<file path="src/rtl/rv_writeback_if.sv">
// rtl/rv_writeback_if.sv - execute/data-memory/register-file bundle seen by the writeback stage
interface rv_writeback_if;
    logic [2:0]  w_fun_i;
    logic        w_load_i;
    logic        w_store_i;
    logic [4:0]  w_rd_i;
    logic [31:0] w_rd_value_i;
    logic        w_rd_write_i;
    logic [31:0] w_dm_addr_i;
    logic [31:0] dm_data_l_i;
    logic        dm_load_done_i;
    logic        dm_store_done_i;
    logic        w_stall_req_o;
    logic        rf_rd_write_o;
    logic [4:0]  rf_rd_o;
    logic [31:0] rf_rd_value_o;

    modport master (
        output w_fun_i, w_load_i, w_store_i, w_rd_i, w_rd_value_i, w_rd_write_i,
               w_dm_addr_i, dm_data_l_i, dm_load_done_i, dm_store_done_i,
        input  w_stall_req_o, rf_rd_write_o, rf_rd_o, rf_rd_value_o
    );

    modport slave (
        input  w_fun_i, w_load_i, w_store_i, w_rd_i, w_rd_value_i, w_rd_write_i,
               w_dm_addr_i, dm_data_l_i, dm_load_done_i, dm_store_done_i,
        output w_stall_req_o, rf_rd_write_o, rf_rd_o, rf_rd_value_o
    );
endinterface

</file>
<file path="src/rtl/rv_writeback.sv">
// rtl/rv_writeback.sv - writeback stage: waits for data memory, aligns load data, drives the rf write port
module rv_writeback #(
    parameter bit g_write_r0 = 1'b0
) (
    input  logic          clk_i,
    input  logic          rst_i,
    rv_writeback_if.slave bus
);
    typedef enum logic [1:0] {ST_IDLE = 2'd0, ST_WAIT_LD = 2'd1, ST_WAIT_ST = 2'd2} state_t;

    state_t      r_state, w_next_state;
    logic [2:0]  r_fun;
    logic [4:0]  r_rd;
    logic        r_rd_write;
    logic [1:0]  r_addr_lo;
    logic        r_rf_write;
    logic [4:0]  r_rf_rd;
    logic [31:0] r_rf_value;

    logic        w_latch, w_wr, w_wr_en, w_stall;
    logic [4:0]  w_wr_rd;
    logic [31:0] w_wr_value;
    logic [2:0]  w_ld_fun;
    logic [1:0]  w_ld_addr;
    logic [7:0]  w_byte;
    logic [15:0] w_half;
    logic [31:0] w_ld_value;
    logic        w_unused_addr;

    assign w_unused_addr = ^bus.w_dm_addr_i[31:2];

    // In WAIT_LD execute drives its bundle inactive, so decode from the latched copy
    always_comb begin
        w_ld_fun  = (r_state == ST_WAIT_LD) ? r_fun     : bus.w_fun_i;
        w_ld_addr = (r_state == ST_WAIT_LD) ? r_addr_lo : bus.w_dm_addr_i[1:0];
        case (w_ld_addr)
            2'b00:   w_byte = bus.dm_data_l_i[7:0];
            2'b01:   w_byte = bus.dm_data_l_i[15:8];
            2'b10:   w_byte = bus.dm_data_l_i[23:16];
            default: w_byte = bus.dm_data_l_i[31:24];
        endcase
        w_half = w_ld_addr[1] ? bus.dm_data_l_i[31:16] : bus.dm_data_l_i[15:0];
        case (w_ld_fun)
            3'b000:  w_ld_value = {{24{w_byte[7]}}, w_byte};
            3'b001:  w_ld_value = {{16{w_half[15]}}, w_half};
            3'b010:  w_ld_value = bus.dm_data_l_i;
            3'b100:  w_ld_value = {24'h0, w_byte};
            3'b101:  w_ld_value = {16'h0, w_half};
            default: w_ld_value = 32'h0;
        endcase
    end

    always_comb begin
        w_next_state = r_state;
        w_latch      = 1'b0;
        w_wr         = 1'b0;
        w_stall      = 1'b0;
        w_wr_rd      = bus.w_rd_i;
        w_wr_value   = bus.w_rd_value_i;
        case (r_state)
            ST_IDLE: begin
                if (bus.w_load_i) begin
                    if (bus.dm_load_done_i) begin
                        w_wr       = bus.w_rd_write_i;
                        w_wr_value = w_ld_value;
                    end else begin
                        w_stall      = 1'b1;
                        w_latch      = 1'b1;
                        w_next_state = ST_WAIT_LD;
                    end
                end else if (bus.w_store_i) begin
                    if (!bus.dm_store_done_i) begin
                        w_stall      = 1'b1;
                        w_next_state = ST_WAIT_ST;
                    end
                end else begin
                    w_wr = bus.w_rd_write_i;
                end
            end
            ST_WAIT_LD: begin
                w_wr_rd    = r_rd;
                w_wr_value = w_ld_value;
                if (bus.dm_load_done_i) begin
                    w_wr         = r_rd_write;
                    w_next_state = ST_IDLE;
                end else begin
                    w_stall = 1'b1;
                end
            end
            ST_WAIT_ST: begin
                if (bus.dm_store_done_i) w_next_state = ST_IDLE;
                else                     w_stall      = 1'b1;
            end
            default: w_next_state = ST_IDLE;
        endcase
    end

    assign w_wr_en = w_wr && (g_write_r0 || (w_wr_rd != 5'd0));

    always_ff @(posedge clk_i or posedge rst_i) begin
        if (rst_i) begin
            r_state    <= ST_IDLE;
            r_fun      <= 3'd0;
            r_rd       <= 5'd0;
            r_rd_write <= 1'b0;
            r_addr_lo  <= 2'd0;
            r_rf_write <= 1'b0;
            r_rf_rd    <= 5'd0;
            r_rf_value <= 32'h0;
        end else begin
            r_state    <= w_next_state;
            r_rf_write <= w_wr_en;
            if (w_latch) begin
                r_fun      <= bus.w_fun_i;
                r_rd       <= bus.w_rd_i;
                r_rd_write <= bus.w_rd_write_i;
                r_addr_lo  <= bus.w_dm_addr_i[1:0];
            end
            if (w_wr_en) begin
                r_rf_rd    <= w_wr_rd;
                r_rf_value <= w_wr_value;
            end
        end
    end

    assign bus.w_stall_req_o = w_stall;
    assign bus.rf_rd_write_o = r_rf_write;
    assign bus.rf_rd_o       = r_rf_rd;
    assign bus.rf_rd_value_o = r_rf_value;

    // Simultaneous load and store is an upstream bug; the load wins in the FSM
    a_no_load_and_store: assert property (@(posedge clk_i) disable iff (rst_i)
        !((r_state == ST_IDLE) && bus.w_load_i && bus.w_store_i));
endmodule

</file>
<file path="src/flat_wrapper.sv">
// flat-port wrapper written by rule: the top's interface ports become plain ports
module rv_writeback_flat 
#(
    parameter bit g_write_r0 = 1'b0
)
  (clk_i, rst_i, bus_w_fun_i, bus_w_load_i, bus_w_store_i, bus_w_rd_i, bus_w_rd_value_i, bus_w_rd_write_i, bus_w_dm_addr_i, bus_dm_data_l_i, bus_dm_load_done_i, bus_dm_store_done_i, bus_w_stall_req_o, bus_rf_rd_write_o, bus_rf_rd_o, bus_rf_rd_value_o);
  rv_writeback_if bus_i ();
  input  logic clk_i;
  input  logic rst_i;
  input wire logic [$bits(bus_i.w_fun_i)-1:0] bus_w_fun_i;
  input wire logic [$bits(bus_i.w_load_i)-1:0] bus_w_load_i;
  input wire logic [$bits(bus_i.w_store_i)-1:0] bus_w_store_i;
  input wire logic [$bits(bus_i.w_rd_i)-1:0] bus_w_rd_i;
  input wire logic [$bits(bus_i.w_rd_value_i)-1:0] bus_w_rd_value_i;
  input wire logic [$bits(bus_i.w_rd_write_i)-1:0] bus_w_rd_write_i;
  input wire logic [$bits(bus_i.w_dm_addr_i)-1:0] bus_w_dm_addr_i;
  input wire logic [$bits(bus_i.dm_data_l_i)-1:0] bus_dm_data_l_i;
  input wire logic [$bits(bus_i.dm_load_done_i)-1:0] bus_dm_load_done_i;
  input wire logic [$bits(bus_i.dm_store_done_i)-1:0] bus_dm_store_done_i;
  output wire logic [$bits(bus_i.w_stall_req_o)-1:0] bus_w_stall_req_o;
  output wire logic [$bits(bus_i.rf_rd_write_o)-1:0] bus_rf_rd_write_o;
  output wire logic [$bits(bus_i.rf_rd_o)-1:0] bus_rf_rd_o;
  output wire logic [$bits(bus_i.rf_rd_value_o)-1:0] bus_rf_rd_value_o;
  assign bus_i.w_fun_i = bus_w_fun_i;
  assign bus_i.w_load_i = bus_w_load_i;
  assign bus_i.w_store_i = bus_w_store_i;
  assign bus_i.w_rd_i = bus_w_rd_i;
  assign bus_i.w_rd_value_i = bus_w_rd_value_i;
  assign bus_i.w_rd_write_i = bus_w_rd_write_i;
  assign bus_i.w_dm_addr_i = bus_w_dm_addr_i;
  assign bus_i.dm_data_l_i = bus_dm_data_l_i;
  assign bus_i.dm_load_done_i = bus_dm_load_done_i;
  assign bus_i.dm_store_done_i = bus_dm_store_done_i;
  assign bus_w_stall_req_o = bus_i.w_stall_req_o;
  assign bus_rf_rd_write_o = bus_i.rf_rd_write_o;
  assign bus_rf_rd_o = bus_i.rf_rd_o;
  assign bus_rf_rd_value_o = bus_i.rf_rd_value_o;
  rv_writeback #(.g_write_r0(g_write_r0)) u_core (.clk_i(clk_i), .rst_i(rst_i), .bus(bus_i));
endmodule
</file>
<file path="config.mk">
export PLATFORM = sky130hd
export DESIGN_NAME = rv_writeback_flat
export DESIGN_NICKNAME = d
export VERILOG_FILES = /design/src/rtl/rv_writeback_if.sv /design/src/rtl/rv_writeback.sv /design/src/flat_wrapper.sv
export SDC_FILE = /design/constraint.sdc
export NUM_CORES = 1
export LEC_CHECK = 0
export ABC_AREA = 1
export BUFFER_PORTS_ARGS = -buffer_cell sky130_fd_sc_hd__buf_2
export CORE_MARGIN = 1.5
export CORE_UTILIZATION = 54
export DETAILED_ROUTE_END_ITERATION = 12
export PLACE_DENSITY = 0.89
export SLEW_MARGIN = 10
export SYNTH_ARGS = -nofsm -noshare
export SYNTH_HDL_FRONTEND = slang
export SYNTH_SLANG_ARGS = --single-unit
</file>
<file path="constraint.sdc">
create_clock -name clk_i -period 3.2 [get_ports clk_i]
set_clock_uncertainty 0.2 [all_clocks]
set_input_delay 0.16 -clock clk_i [delete_from_list [all_inputs] [get_ports clk_i]]
set_output_delay 0.16 -clock clk_i [all_outputs]
set_load 0.02 [all_outputs]
</file>
==> results of run 1 <==
-- worst max-delay path, stage by stage --
cell           delay, ns
dlygate4sd3_1       0.54
buf_2               0.14
nand2_1             0.26
inv_2               0.30
o21ai_0             0.34
nand4_1             0.39
nand3_1             0.18
buf_2               0.18
-- cell usage after synthesis (all sizes together) --
| cell | number | area share [%] |
|---|---|---|
| nand2 | 210 | 21 |
| nor2 | 139 | 14 |
| inv | 59 | 5.5 |
| nand3 | 59 | 7.9 |
| a21oi | 56 | 7.5 |
| dfrtp | 51 | 32 |
| o21ai | 28 | 3.8 |
| buf | 18 | 3.1 |
| nand4 | 15 | 2.3 |
| clkbuf | 13 | 1.2 |
| a32oi | 8 | 1.7 |
| mux2 | 2 | 0.56 |
-- cell families after synthesis --
| kind of cell | synth area share (%) |
|---|---|
| flops | 31.8 |
| compound gates | 13.0 |
| buf+inv | 9.86 |
| mux | 0.561 |
| simple gates | 44.8 |
-- through the flow --
stage	setup WS [ns]	util, %	hold WS [ns]
after floorplan	1.31	-	0.0676
after global placement	0.557	64.4	0.212
after detailed placement	0.506	64.4	0.209
after CTS	0.437	68.3	0.0140
after global routing	0.196	68.3	0.0492
final	0.343	68.3	0.0207
-- registers in the layout, indices dropped and copies added, names as in the netlist --
| name | count |
|---|---|
| u_core.bus.rf_rd_o | 5 |
| u_core.r_rd | 5 |
| u_core.bus.rf_rd_write_o | 1 |
| u_core.r_fun | 3 |
| u_core.r_rd_write | 1 |
| u_core.r_addr_lo | 2 |
| u_core.r_state | 2 |
| u_core.bus.rf_rd_value_o | 32 |
-- report_power, final --
group,switching [uW],internal [uW]
registers,194,947
logic,2040,976
clock network,237,258
-- how the worst max path moves through the flow --
stage | slack (ns) | cells after the start | end
after global routing | 0.20 | 8 | bus_w_stall_req_o
after floorplan | 1.31 | 11 | u_core.bus.rf_rd_value_o[31]
after detailed placement | 0.51 | 11 | u_core.bus.rf_rd_value_o[19]
after CTS | 0.44 | 8 | bus_w_stall_req_o
final | 0.34 | 8 | bus_w_stall_req_o
after global placement | 0.56 | 11 | u_core.bus.rf_rd_value_o[12]
-- layer usage --
layer  vias up  GRT usage [%]
li1       2347              -
met5         -              0
met1      2184           40.8
met2       312           55.9
met4         0           12.4
met3        45           4.99
-- cell type report --
class	count	share of cell area, %
flip-flops and latches	51	25.9
clock inverters	2	0.787
well taps	99	2.51
multi-input cells	517	47.5
inverters	59	4.50
clock buffers	6	1.68
repair buffers	145	17.1
-- repair_timing --
action / CTS / global route
endpoints found under the setup margin: 0 / 0
hold buffers: 16 / 0
hold endpoints to repair: 64 / 0
==> results.toml, run 1 <==
[place]
portBuffers = 119
hpwl_um = 9000
dp.cells = 855
placed_area_mm2 = 0.00464
place_congestion = 0.975

[drt]
drt_wl_total_um = 12700
vias_per_cell = 5.56
wl_met1_um = 5060
dr_wl_met3_um = 1230
drc = 0
dr.pass1.iters = 7
num_vias = 4888
wl_per_cell_um = 14.5
ant_nets = 0
route.met2.wl_um = 6100
maxUsedRoutingLayer = "met4"
drt_iter0_markers = 534

[clock_network]
cts_resized = 0
insertion_delay_ns = 0.32
clockBufferDepth = 2
root_buffer = "clkbuf_8"
h-tree-depth = 2
cts_tree = "done"
post-cts-setup-buffers = 0
clock_sinks = 51
numCtsBuffers = 5
clk_pin_slew_ns = 0.10

[setup_path]
worst-endpoint-arrival_ns = 2.50
cp-end-kind = "output pin"
start_kind = "input port"
r2r_end = "u_core.bus.rf_rd_value_o[16]"
critPathLaunch = "bus_dm_load_done_i"
worst-path-max-fanout = 28
r2r-start = "u_core.r_state[1]"
reg2reg_slack_ns = 0.44
crit_type = "in -> out"
worstPathRequired_ns = 2.84
ff2ff_path_depth = 11

[synthesis]
ys_seq_area_share_pct = 31.8
netlist_area_mm2 = 0.00401
ys_seq_elements = 51
syn-mean-instance-area_um2 = 6.10
yosys_warnings = 0
synth.distinct_cells = 25
syn_nets = 769
netlist_instances = 658

[final_layout]
final_cell_mix = "nand2_1 (197), nor2_1 (134), buf_2 (119), nand3_1 (56), inv_1 (52)"
nets = 890
drive_above_1_share_pct = 22.2
design_area_mm2 = 0.00493
multi_input_area_mm2 = 0.00234
syn2layout_area_growth_pct = 22.8
diodes = 0
final_common_cell = "nand2_1"
fin_cells = 879
fillers = 667
seq_area_mm2 = 0.00128

[die]
dieArea_mm2 = 0.00795
core-area_mm2 = 0.00721
io_pins = 150
start_util_pct = 55.6
die_w_um = 89.2
die_y_um = 89.2
rows = 31

[power_and_ir_drop]
p_leak_uw = 0.00275
peakVddDrop_v = 0.000568
power_density_mw_per_mm2 = 944
power_uw = 4650

[global_route]
grtUsageTotal_pct = 32.4
grt_pass1_vias = 4420
grt_pass1_wl_um = 20100
antenna_found_initial = 0
grt-ovfl-total = 0
grt_max_degree = 52

[sta]
tns_ns = 0
tightest_slew_ns = 1.06
post-route-period-util_pct = 89.3
finalSetupViolations = 0
max_freq_ghz = 0.350
period_minus_slack_ns = 2.86
maxSlewViolCount = 0
slew_headroom_pct = 29.3
finalHoldViolCount = 0
rsz0062_at_grt = "false"

[worst_hold_path]
hold_path_end = "u_core.bus.rf_rd_value_o[19]"
hold_class = "in -> reg"
worst_hold_path.num_cells = 5
min-delay-start = "bus_w_rd_value_i[19]"

[flow_run]
drv_cap = 0

[outcome]
status = "complete, no violations"
Note: power is estimated with default switching activity, not from simulation.
==> inputs of run 2 (changes only) <==
--- a/config.mk
+++ b/config.mk
@@ -7,10 +7,11 @@
 export LEC_CHECK = 0
 export ABC_AREA = 1
 export BUFFER_PORTS_ARGS = -buffer_cell sky130_fd_sc_hd__buf_2
+export CORE_ASPECT_RATIO = 0.5
 export CORE_MARGIN = 1.5
 export CORE_UTILIZATION = 54
 export DETAILED_ROUTE_END_ITERATION = 12
-export PLACE_DENSITY = 0.89
+export PLACE_DENSITY_LB_ADDON = 0.25
 export SLEW_MARGIN = 10
 export SYNTH_ARGS = -nofsm -noshare
 export SYNTH_HDL_FRONTEND = slang
==> results.toml, run 2 (synthesized netlist as in run 1, its figures left out) <==
[clock_network]
clk_pin_slew_ns = 0.08
insertion_delay_ns = 0.31
post-cts-setup-buffers = 0
root_buffer = "clkbuf_16"
cts_tree = "done"
clockBufferDepth = 2
clock_sinks = 51
numCtsBuffers = 5
h-tree-depth = 2

[die]
core-area_mm2 = 0.00694
die_w_um = 125
die_y_um = 63.9
dieArea_mm2 = 0.00799
io_pins = 150
start_util_pct = 57.8
rows = 21

[worst_hold_path]
min-delay-start = "bus_w_rd_value_i[25]"
hold_class = "in -> reg"

[final_layout]
seq_area_mm2 = 0.00128
final_common_cell = "nand2_1"
largest_register_ffs = 32
drive_above_1_share_pct = 22.3
design_area_mm2 = 0.00497
syn2layout_area_growth_pct = 23.8
fin_cells = 874
multi_input_area_mm2 = 0.00234
nets = 892
fillers = 634
final_cell_mix = "nand2_1 (197), nor2_1 (134), buf_2 (119), nand3_1 (56), inv_1 (52)"
diodes = 0

[setup_path]
cp-end-kind = "output pin"
worstPathRequired_ns = 2.84
critPathLaunch = "u_core.r_state[0]"
slowest_stage = "dfrtp_1"
cp_cell_sequence = "nand2_2, o21ai_0, inv_1, nand4_1, buf_4, nand3_1, buf_2"
start_kind = "register"
r2r-start = "u_core.r_state[0]"
crit_type = "reg -> out"
worst-path-max-fanout = 21
slowest_delay_ns = 0.66
worst-endpoint-arrival_ns = 2.59

[outcome]
status = "complete, no violations"

[sta]
fin_ws_ns = 0.246
tightest_slew_ns = 0.929
maxSlewViolCount = 0
max_freq_ghz = 0.339
slew_headroom_pct = 38.0
finalHoldViolCount = 0
period_minus_slack_ns = 2.95
post-route-period-util_pct = 92.3
tns_ns = 0
finalSetupViolations = 0
rsz0062_at_grt = "false"

[global_route]
grtUsageTotal_pct = 32.1
antenna_found_initial = 0
grt_pass1_vias = 4329
grt-ovfl-total = 0
grt_pass1_wl_um = 20800
grt_max_degree = 52

[power_and_ir_drop]
power_density_mw_per_mm2 = 952
p_leak_uw = 0.00277
peakVddDrop_v = 0.000692

[drt]
drt_iter0_markers = 464
wl_per_cell_um = 14.5
maxUsedRoutingLayer = "met4"
route.met2.wl_um = 5720
dr_wl_met3_um = 1140
drt_wl_total_um = 12700
vias_per_cell = 5.40
dr.pass1.iters = 6
num_vias = 4716
ant_nets = 0
wl_met1_um = 5650
drc = 0

[place]
place_congestion = 0.987
portBuffers = 119
placed_area_mm2 = 0.00464
dpl_worst_slack_ns = 0.519
hpwl_um = 8860
dp.cells = 849

[flow_run]
drv_cap = 0
-- run 2: cell types whose count changed in the layout (fill, tap and decap cells not counted), sizes merged --
| cell | change |
|---|---|
| buf | +1 |
| dlygate4sd3 | +1 |
| clkbuf | -1 |
| clkinv | +2 |
| bufinv | -1 |
-- run 2: what timing repair did --
action                                 in CTS  in global routing
gates resized for setup                     0                  0
endpoints found under the hold margin      65                  0
hold buffers                               17                  0
-- run 2: worst max-delay path: cells and delay by family (launching register included) --
kind | cells | cell delay, ns
AND/OR/NAND/NOR | 3 | 0.83
AO/OA/AOI/OAI | 1 | 0.27
buffers and inverters | 3 | 0.52
flip-flops | 1 | 0.66
-- run 2: routing by layer --
layer  vias to the layer above  GRT usage, %
met2                       228          53.0
met3                        17          7.20
li1                       2339             -
met5                         -             0
met1                      2132          43.8
met4                         0          6.53
-- run 2: power breakdown --
group	switching (uW)	internal, uW
Clock	270	298
Sequential	183	948
Combinational	2050	978
Total	2500	2220
-- run 2: worst paths after layout --
| check | end | slack (ns) | cells after the start |
|---|---|---|---|
| setup / recovery | bus_w_stall_req_o | 0.25 | 7 |
| setup reg to reg | u_core.bus.rf_rd_value_o[19] | 0.39 | 8 |
| min in group asynchronous | u_core.r_rd[1] | 0.37 | 3 |
| hold / removal | u_core.bus.rf_rd_value_o[25] | 0.005 | 5 |
| max in group asynchronous | u_core.bus.rf_rd_value_o[11] | 1.87 | 3 |
| hold reg to reg | u_core.bus.rf_rd_value_o[8] | 0.28 | 2 |
-- run 2: final cells by class --
cell class / count / share of cell area [%]
clock buffer: 5 / 2.52
clock inverter: 3 / 0.529
inverter: 59 / 4.48
multi-input combinational: 517 / 47.1
sequential: 51 / 25.7
tap: 92 / 2.32
timing repair buffer: 147 / 17.3
-- run 2: per-stage QoR --
step / hold WS (ns) / utilization (%) / total power (uW)
finish: 0.00510 / 71.6 / 4730
CTS: 0.00118 / 71.6 / 4680
global placement: 0.210 / 66.9 / 4020
global route: 0.0311 / 71.6 / 5120
floorplan: 0.0676 / - / 3310
detailed placement: 0.214 / 66.9 / 4090
